==> src/rtl/rand_arbiter.sv <==
// rand_arbiter
//   One stallable xorshift32 generator (shifts 13/17/5) shared round-robin
//   between N_REQ requesters. The generator only advances when a value is
//   handed out, so every grant carries a distinct value. After reset or a
//   seed write the first WARMUP generator outputs are discarded.
//
// Ports
//   clk         clock
//   rst_n       synchronous, active-low reset (priority over seed_we)
//   req         level request per requester
//   gnt         one-hot single-cycle grant; rdata valid in the same cycle
//   rdata       value for the granted requester, holds between grants
//   seed_we     seed write strobe (any state, priority over arbitration)
//   seed_wdata  new seed; zero is replaced by DEFAULT_SEED
//   busy        high while warming up
//
// state    | meaning
// ---------+----------------------------------------------------------
// ST_WARM  | stepping generator, discarding outputs, cnt counts down
// ST_SERVE | arbitrating requests, one grant per cycle at most
module rand_arbiter #(
  parameter int          N_REQ        = 4,
  parameter int          WARMUP       = 4,
  parameter logic [31:0] DEFAULT_SEED = 32'hCDA9D4AF
) (
  input  logic             clk,
  input  logic             rst_n,
  input  logic [N_REQ-1:0] req,
  output logic [N_REQ-1:0] gnt,
  output logic [31:0]      rdata,
  input  logic             seed_we,
  input  logic [31:0]      seed_wdata,
  output logic             busy
);

  localparam int          PW       = $clog2(N_REQ);
  localparam logic [7:0]  WARM_CNT = 8'(WARMUP);

  typedef enum logic {ST_WARM, ST_SERVE} state_t;

  // State entered after reset or a seed write.
  localparam state_t ST_INIT = (WARMUP > 0) ? ST_WARM : ST_SERVE;

  state_t            state, state_nxt;
  logic [31:0]       s, s_nxt, s_step;
  logic [31:0]       rdata_nxt;
  logic [7:0]        cnt, cnt_nxt;
  logic [PW-1:0]     ptr, ptr_nxt;
  logic [N_REQ-1:0]  gnt_nxt;
  logic [N_REQ-1:0]  elig;
  logic              found;
  logic [PW-1:0]     winner;

  function automatic logic [31:0] xs_step(input logic [31:0] v);
    logic [31:0] a, b;
    a = v ^ (v << 13);
    b = a ^ (a >> 17);
    return b ^ (b << 5);
  endfunction

  assign s_step = xs_step(s);

  // A requester whose grant is pulsing this cycle is not eligible, so a
  // held request is served at most every other cycle.
  assign elig = req & ~gnt;

  // Rotating priority scan starting at ptr.
  always_comb begin
    int idx;
    found  = 1'b0;
    winner = '0;
    idx    = 0;
    for (int k = 0; k < N_REQ; k++) begin
      idx = int'(ptr) + k;
      if (idx >= N_REQ) idx = idx - N_REQ;
      if (!found && elig[idx]) begin
        found  = 1'b1;
        winner = PW'(idx);
      end
    end
  end

  always_comb begin
    state_nxt = state;
    s_nxt     = s;
    cnt_nxt   = cnt;
    ptr_nxt   = ptr;
    gnt_nxt   = '0;
    rdata_nxt = rdata;
    if (seed_we) begin
      s_nxt     = (seed_wdata == 32'd0) ? DEFAULT_SEED : seed_wdata;
      cnt_nxt   = WARM_CNT;
      state_nxt = ST_INIT;
    end else begin
      case (state)
        ST_WARM: begin
          s_nxt   = s_step;
          cnt_nxt = cnt - 8'd1;
          if (cnt == 8'd1) state_nxt = ST_SERVE;
        end
        ST_SERVE: begin
          if (found) begin
            gnt_nxt         = '0;
            gnt_nxt[winner] = 1'b1;
            rdata_nxt       = s_step;
            s_nxt           = s_step;
            ptr_nxt         = (winner == PW'(N_REQ - 1)) ? '0 : winner + PW'(1);
          end
        end
        default: state_nxt = ST_INIT;
      endcase
    end
  end

  always_ff @(posedge clk) begin
    if (!rst_n) begin
      state <= ST_INIT;
      s     <= DEFAULT_SEED;
      cnt   <= WARM_CNT;
      ptr   <= '0;
      gnt   <= '0;
      rdata <= '0;
    end else begin
      state <= state_nxt;
      s     <= s_nxt;
      cnt   <= cnt_nxt;
      ptr   <= ptr_nxt;
      gnt   <= gnt_nxt;
      rdata <= rdata_nxt;
    end
  end

  assign busy = (state == ST_WARM);

endmodule

==> config.mk <==
export PLATFORM = sky130hd
export DESIGN_NAME = rand_arbiter
export DESIGN_NICKNAME = d
export VERILOG_FILES = /design/src/rtl/rand_arbiter.sv
export SDC_FILE = /design/constraint.sdc
export NUM_CORES = 1
export LEC_CHECK = 0
export CAP_MARGIN = 20
export CORE_MARGIN = 2
export CORE_UTILIZATION = 25
export DETAILED_ROUTE_END_ITERATION = 10
export GPL_TIMING_DRIVEN = 0
export MAX_ROUTING_LAYER = met4
export PLACE_DENSITY = 0.49
export SLEW_MARGIN = 0
export SYNTH_ARGS = -nofsm -noshare
export SYNTH_HDL_FRONTEND = slang
export SYNTH_SLANG_ARGS = --single-unit
==> constraint.sdc <==
create_clock -name clk -period 3.3 [get_ports clk]
set_input_delay 0.33 -clock clk [delete_from_list [all_inputs] [get_ports clk]]
set_output_delay 0.33 -clock clk [all_outputs]
set_load 0.02 [all_outputs]
# Word-level counts from Yosys, hierarchy flattened
# Index checks and enable logic that the tools add are counted.
[word_totals]
regBits = 79
latch_bits = 0
ram_bits = 0
mem_bits_ro = 0
input_bits = 39
out_inout_bits = 37
memories = 0
[op_classes]
addsub = 9
mul = 0
div = 0
magnitude_cmp = 10
eq_ne = 3
shifts = 0
muxes = 33
bitwise = 9
n_reduce_logical = 11
[op_table]
columns = ["cell", "n"]
rows = [
  ["$mux 32", 7],
  ["$lt 32x4->1 const B", 4],
  ["$pmux 32 s2", 1],
  ["$xor 32x32->32", 2],
  ["$logic_not 32->1", 1],
  ["$xor 32x15->32", 1],
  ["$mux 1", 15],
  ["$sub 3x3->4 const B", 3],
  ["$mux 2", 5],
  ["$ge 3x3->1 const B", 3],
  ["$bmux 1 s2", 4],
  ["$eq 8x1->1 const B", 1],
  ["$sub 8x1->8 const B", 1],
  ["$add 2x2->3 const B", 2],
  ["$and 4x4->4", 1],
  ["$logic_and 1x1->1", 4],
  ["$not 1->1", 4],
  ["$not 4->4", 1],
  ["$reduce_or 4->1", 1],
  ["$sub 2x3->4 const B", 1],
  ["$add 2x1->3 const B", 1],
  ["$ge 2x3->1 const B", 1],
  ["$logic_not 1->1", 3],
  ["$lt 2x3->1 const B", 1],
  ["other kinds (7)", 7],
]

# Longest topological paths before layout
[depth]
word_depth = 19
ltp_mapped = 8

# Worst setup path after synthesis
# Ideal clock, no wire load.
[synth_path]
path_kind = "reg2reg"
startpoint = "reg gnt[3]"
endpoint = "reg s[4]"
setup_time_ps = 70
t_arrival_ps = 1579
slack_ps = 1651
stages_incl_launch_ff = 9
path_buffers = 3
synth_period_minus_slack_ps = 1649
path_cell_list = "dfxtp_1 -> nor2b_4 -> nor4_4 -> buf_4 -> and2_1 -> buf_6 -> buf_6 -> o21ai_1 -> a21boi_1"
[synth_between]
elab_chain_cells = 16
elab_cells_between_ends = 25
cone_classes = "eq/ne (1); mux (16); bitwise (2); reduce/logical (6)"
[synth_rtl]
columns = ["item", "line", "source"]
rows = [
  ["start, declared", "29", "output logic [N_REQ-1:0] gnt,"],
  ["start signal, assigned", "128", "gnt <= gnt_nxt;"],
  ["$not 4->4 *", "65", "assign elig = req & ~gnt;"],
  ["$and 4x4->4 *", "65", ""],
  ["$bmux 1 s2", "76", "if (!found && elig[idx]) begin"],
  ["$mux 1 (implied by the code) (2 in series)", "76", ""],
  ["$mux 1", "76", ""],
  ["$logic_not 1->1", "76", ""],
  ["$logic_and 1x1->1", "76", ""],
  ["$mux 1", "76", ""],
  ["$logic_not 1->1", "76", ""],
  ["$logic_and 1x1->1", "76", ""],
  ["$mux 1", "76", ""],
  ["$logic_not 1->1", "76", ""],
  ["$logic_and 1x1->1", "76", ""],
  ["$mux 1 *", "76", ""],
  ["$ne 3x2->1 (no line) *", "--", ""],
  ["end signal, assigned", "125", "s <= s_nxt;"],
  ["end, declared", "45", "logic [31:0] s, s_nxt, s_step;"],
]
# Mark *: on every way between the ends. The rest lies on a longest branch, timed or not. The select of a mux whose other input is x is not followed.
# A chain may end at the register's enable or synchronous reset.

# Final worst setup path
[layout_path]
startpoint = "in req[0]"
endpoint = "reg rdata[31]"
[layout_between]
elab_chain_cells = 15
elab_cells_between_ends = 24
cone_classes = "mux (16); bitwise (1); reduce/logical (7)"
[layout_rtl]
columns = ["item", "line", "source"]
rows = [
  ["start, declared", "28", "input logic [N_REQ-1:0] req,"],
  ["$and 4x4->4 *", "65", ""],
  ["$bmux 1 s2", "76", ""],
  ["$mux 1 (implied by the code) (2 in series)", "76", ""],
  ["$mux 1", "76", ""],
  ["$logic_not 1->1", "76", ""],
  ["$logic_and 1x1->1", "76", ""],
  ["$mux 1", "76", ""],
  ["$logic_not 1->1", "76", ""],
  ["$logic_and 1x1->1", "76", ""],
  ["$mux 1", "76", ""],
  ["$logic_not 1->1", "76", ""],
  ["$logic_and 1x1->1", "76", ""],
  ["$mux 1 *", "76", ""],
  ["$reduce_and 3->1 (no line) *", "--", ""],
  ["end signal, assigned", "129", "rdata <= rdata_nxt;"],
  ["end, declared", "30", "output logic [31:0] rdata,"],
]
# Marked as above.

==> metrics.md <==
| Metric | Value |
|---|---|
| Outcome | finished clean |
| Mapped Cells | 450 |
| Initial drt markers | 219 |
| Power per cell area | 834 mW/mm^2 |
| Final min period | 2.26 ns |
| Initial antenna violation count | 0 |
| Syn Nets | 495 |
| HPWL after DPL | 10500 microns |
| Post-CTS Setup Inserts | 0 |
| Largest net degree at the start of global routing | 14 |
| DIE HEIGHT | 129 microns |
| Fin. max-slew vios | 0 |
| Area of the multi-input gates | 0.00218 sq mm |
| CP Class | primary input to flip-flop |
| Die ar. | 0.0167 sq mm |
| Register area | 0.00158 sq mm |
| Final nets | 579 |
| Total congestion overflow | 0 |
| Gpl congestion | 0.933 |
| Sequential share of the synthesized area | 40.4% |
| Area growth from synthesis to final layout | 34.7% |
| Post-synth EDFFs | 0 |
| Clk root buf | clkbuf_16 |
| Non-Filler Instances | 750 |
| Critical path startpoint category | primary input |
| CTS sink count | 79 |
| Max_cap viols | 0 |
| Core area | 0.0153 sq mm |
| VDD IR max | 0.368 mV |
| First-pass GRT wire length | 20300 microns |
| Setup TNS | 0 ns |
| Worst-case clock buffer depth | 2 |
| Total GRT Usage | 17.1% |
| Routed length per instance | 17.7 microns |
| CTS buffer count | 9 |
| Clock Pin Slew Worst Setup and Hold Paths | 0.06 ns |
| Syn Std Cell Area | 0.00391 sq mm |
| Final Cycle Share | 68.4% |
| Final Core Density | 34.5% |
| Post-synth ARST share | 0% |
| Clock skew | 0.00838 ns |
| Crit-path cells | clkdlybuf4s50_1 -> nor2b_2 -> nor4_4 -> nor3_2 -> clkbuf_1 -> nand2_1 -> o211a_1 |
| Fmax achieved | 0.443 GHz |
| Vias in the first global route | 3540 |
| Share of cells above drive strength 1 | 5.75% |
| Main flop type after synthesis | dfxtp_1 |
| CP Max Fanout | 10 |
| DRC viols | 0 |
| Vias after detailed routing | 3523 |
| Worst-margin pin slew | 0.784 ns |
| CP required | 3.54 ns |
| Final wirelength | 13300 microns |
| Final hold violation count | 0 |
| Syn. warnings | 0 |
| Fillers | 1613 |
| Avg Cell Area, Syn | 8.70 sq um |
| Worst path slowest cell | nor3_2 |
| Distinct cells, synth | 42 |
| Depth of the CTS H-tree | 3 |
| Critical Path AT | 2.49 ns |
| RSZ-0062 raised after global routing | no |
| Starting Density | 25.6% |
| Hold Crit Class | flip-flop to flip-flop |
| Number of port buffers | 73 |
| Vias per std cell | 4.70 |
| Diode count | 0 |
| Final Setup Violations | 0 |
| Crit. End Element | flip-flop |
| Die Width | 129 microns |
| First-pass DRT Iterations | 4 |
| Slowest cell delay on critical path | 0.52 ns |
| Leakage | 2.00 nW |
| Placed instance count | 734 |
| Worst skew pair latency | 0.35 ns |
| Rows | 45 |
| Hold buffers post-CTS | 0 |
| Post_cts resized | 0 |
| I/O Pins | 76 |
| Routed Antenna Nets | 0 |
| CTS tree | done |
| Worst rel slew slack | 47.6% |
| #FFs+latches synth | 79 |
## worst max-delay path: cells and delay by family
kind | cells | cell delay (ns)
buffers and inverters | 2 | 0.96
AO/OA/AOI/OAI | 1 | 0.17
AND/OR/NAND/NOR | 4 | 1.03
## through the flow
stage	instance area, sq um	hold slack, ns	total power [mW]	setup WS, ns
after global placement	4910	0.473	3.19	0.685
final	5270	0.487	4.40	1.04
after global routing	5270	0.509	4.67	0.903
after floorplan	3910	0.459	2.61	1.65
after CTS	5270	0.491	4.42	1.01
after detailed placement	4910	0.482	3.17	0.654
## cell usage in the layout, fill, tap and decap left out, types with 4 or more instances in the layout
cell	instances
o21ai_0	33
clkdlybuf4s50_1	73
ha_1	6
a21oi_1	23
xnor2_1	36
nor4_1	11
nand3_1	28
nor2_1	33
dfxtp_1	79
o211ai_1	15
a22oi_1	8
bufinv_16	4
inv_1	5
clkbuf_1	21
nor3b_1	7
and2_1	6
o211a_1	12
clkbuf_16	9
and3_1	4
nand2_1	49
o2111ai_1	4
xor2_1	30
nand2b_1	5
## sequential cells by signal (all words and copies together) (netlist names)
register  count
ptr           2
state         1
gnt           4
cnt           8
s            32
rdata        32
## layer usage
layer  track usage [%]  routed length, microns
met5                 -                       0
met4              8.31                     341
met3              2.68                     559
met1              22.1                    6240
met2              25.9                    6150
## final timing paths
check,end,slack [ns],from,cells after the start
hold / removal,rdata[15],0.49,rdata[15],2
setup / recovery,rdata[31],1.04,req[0],7
setup reg to reg,rdata[31],1.12,state,5
hold reg to reg,rdata[15],0.49,rdata[15],2
## synthesized netlist by cell type (2+ instances only)
master	number	area share [%]
a21boi_1	3	0.58
a21o_1	2	0.38
a21oi_1	23	2.9
a22oi_1	8	1.5
and2_1	6	0.96
and3_1	4	0.64
buf_2	3	0.38
buf_4	3	0.58
buf_6	2	0.58
clkbuf_1	20	1.9
dfxtp_1	79	40
ha_1	6	1.9
inv_1	5	0.48
nand2_1	49	4.7
nand2b_1	5	0.80
nand3_1	28	3.6
nor2_1	33	3.2
nor2b_1	3	0.48
nor2b_4	2	0.70
nor3b_1	7	1.3
nor4_1	11	1.8
o2111ai_1	4	0.90
o211a_1	12	3.1
o211ai_1	15	2.9
o21ai_0	33	4.2
o22ai_1	3	0.48
or3_1	2	0.32
xnor2_1	36	8.1
xor2_1	30	6.7
## cell families (layout without fill, tap and decap cells)
logic type | Yosys count | count (layout) | share of synthesized area [%]
AOI/OAI and AO/OA | 110 | 110 | 18.6
xor gates and xnor gates | 67 | 67 | 15.2
and+or+nand+nor | 155 | 155 | 20.0
buffers and inverters | 33 | 122 | 3.93
DFF | 79 | 79 | 40.4
adders and majority gates | 6 | 6 | 1.92
## report_power, final
part / switching [mW] / internal [mW] / total, mW / leakage [nW]
combinational: 1.16 / 0.730 / 1.89 / 1.18
clock: 0.407 / 0.815 / 1.22 / 0.173
sequential: 0.173 / 1.11 / 1.29 / 0.646
## area by class of cell
type	count	share of cell area, %
Buffer	28	2.56
Tap cell	211	5.01
Multi-Input combinational cell	338	41.3
Timing Repair Buffer	73	13.9
Clock buffer	10	4.34
Inverter	5	0.356
Clock inverter	6	2.52
Sequential cell	79	30.0
(Power assumes the default switching activity.)
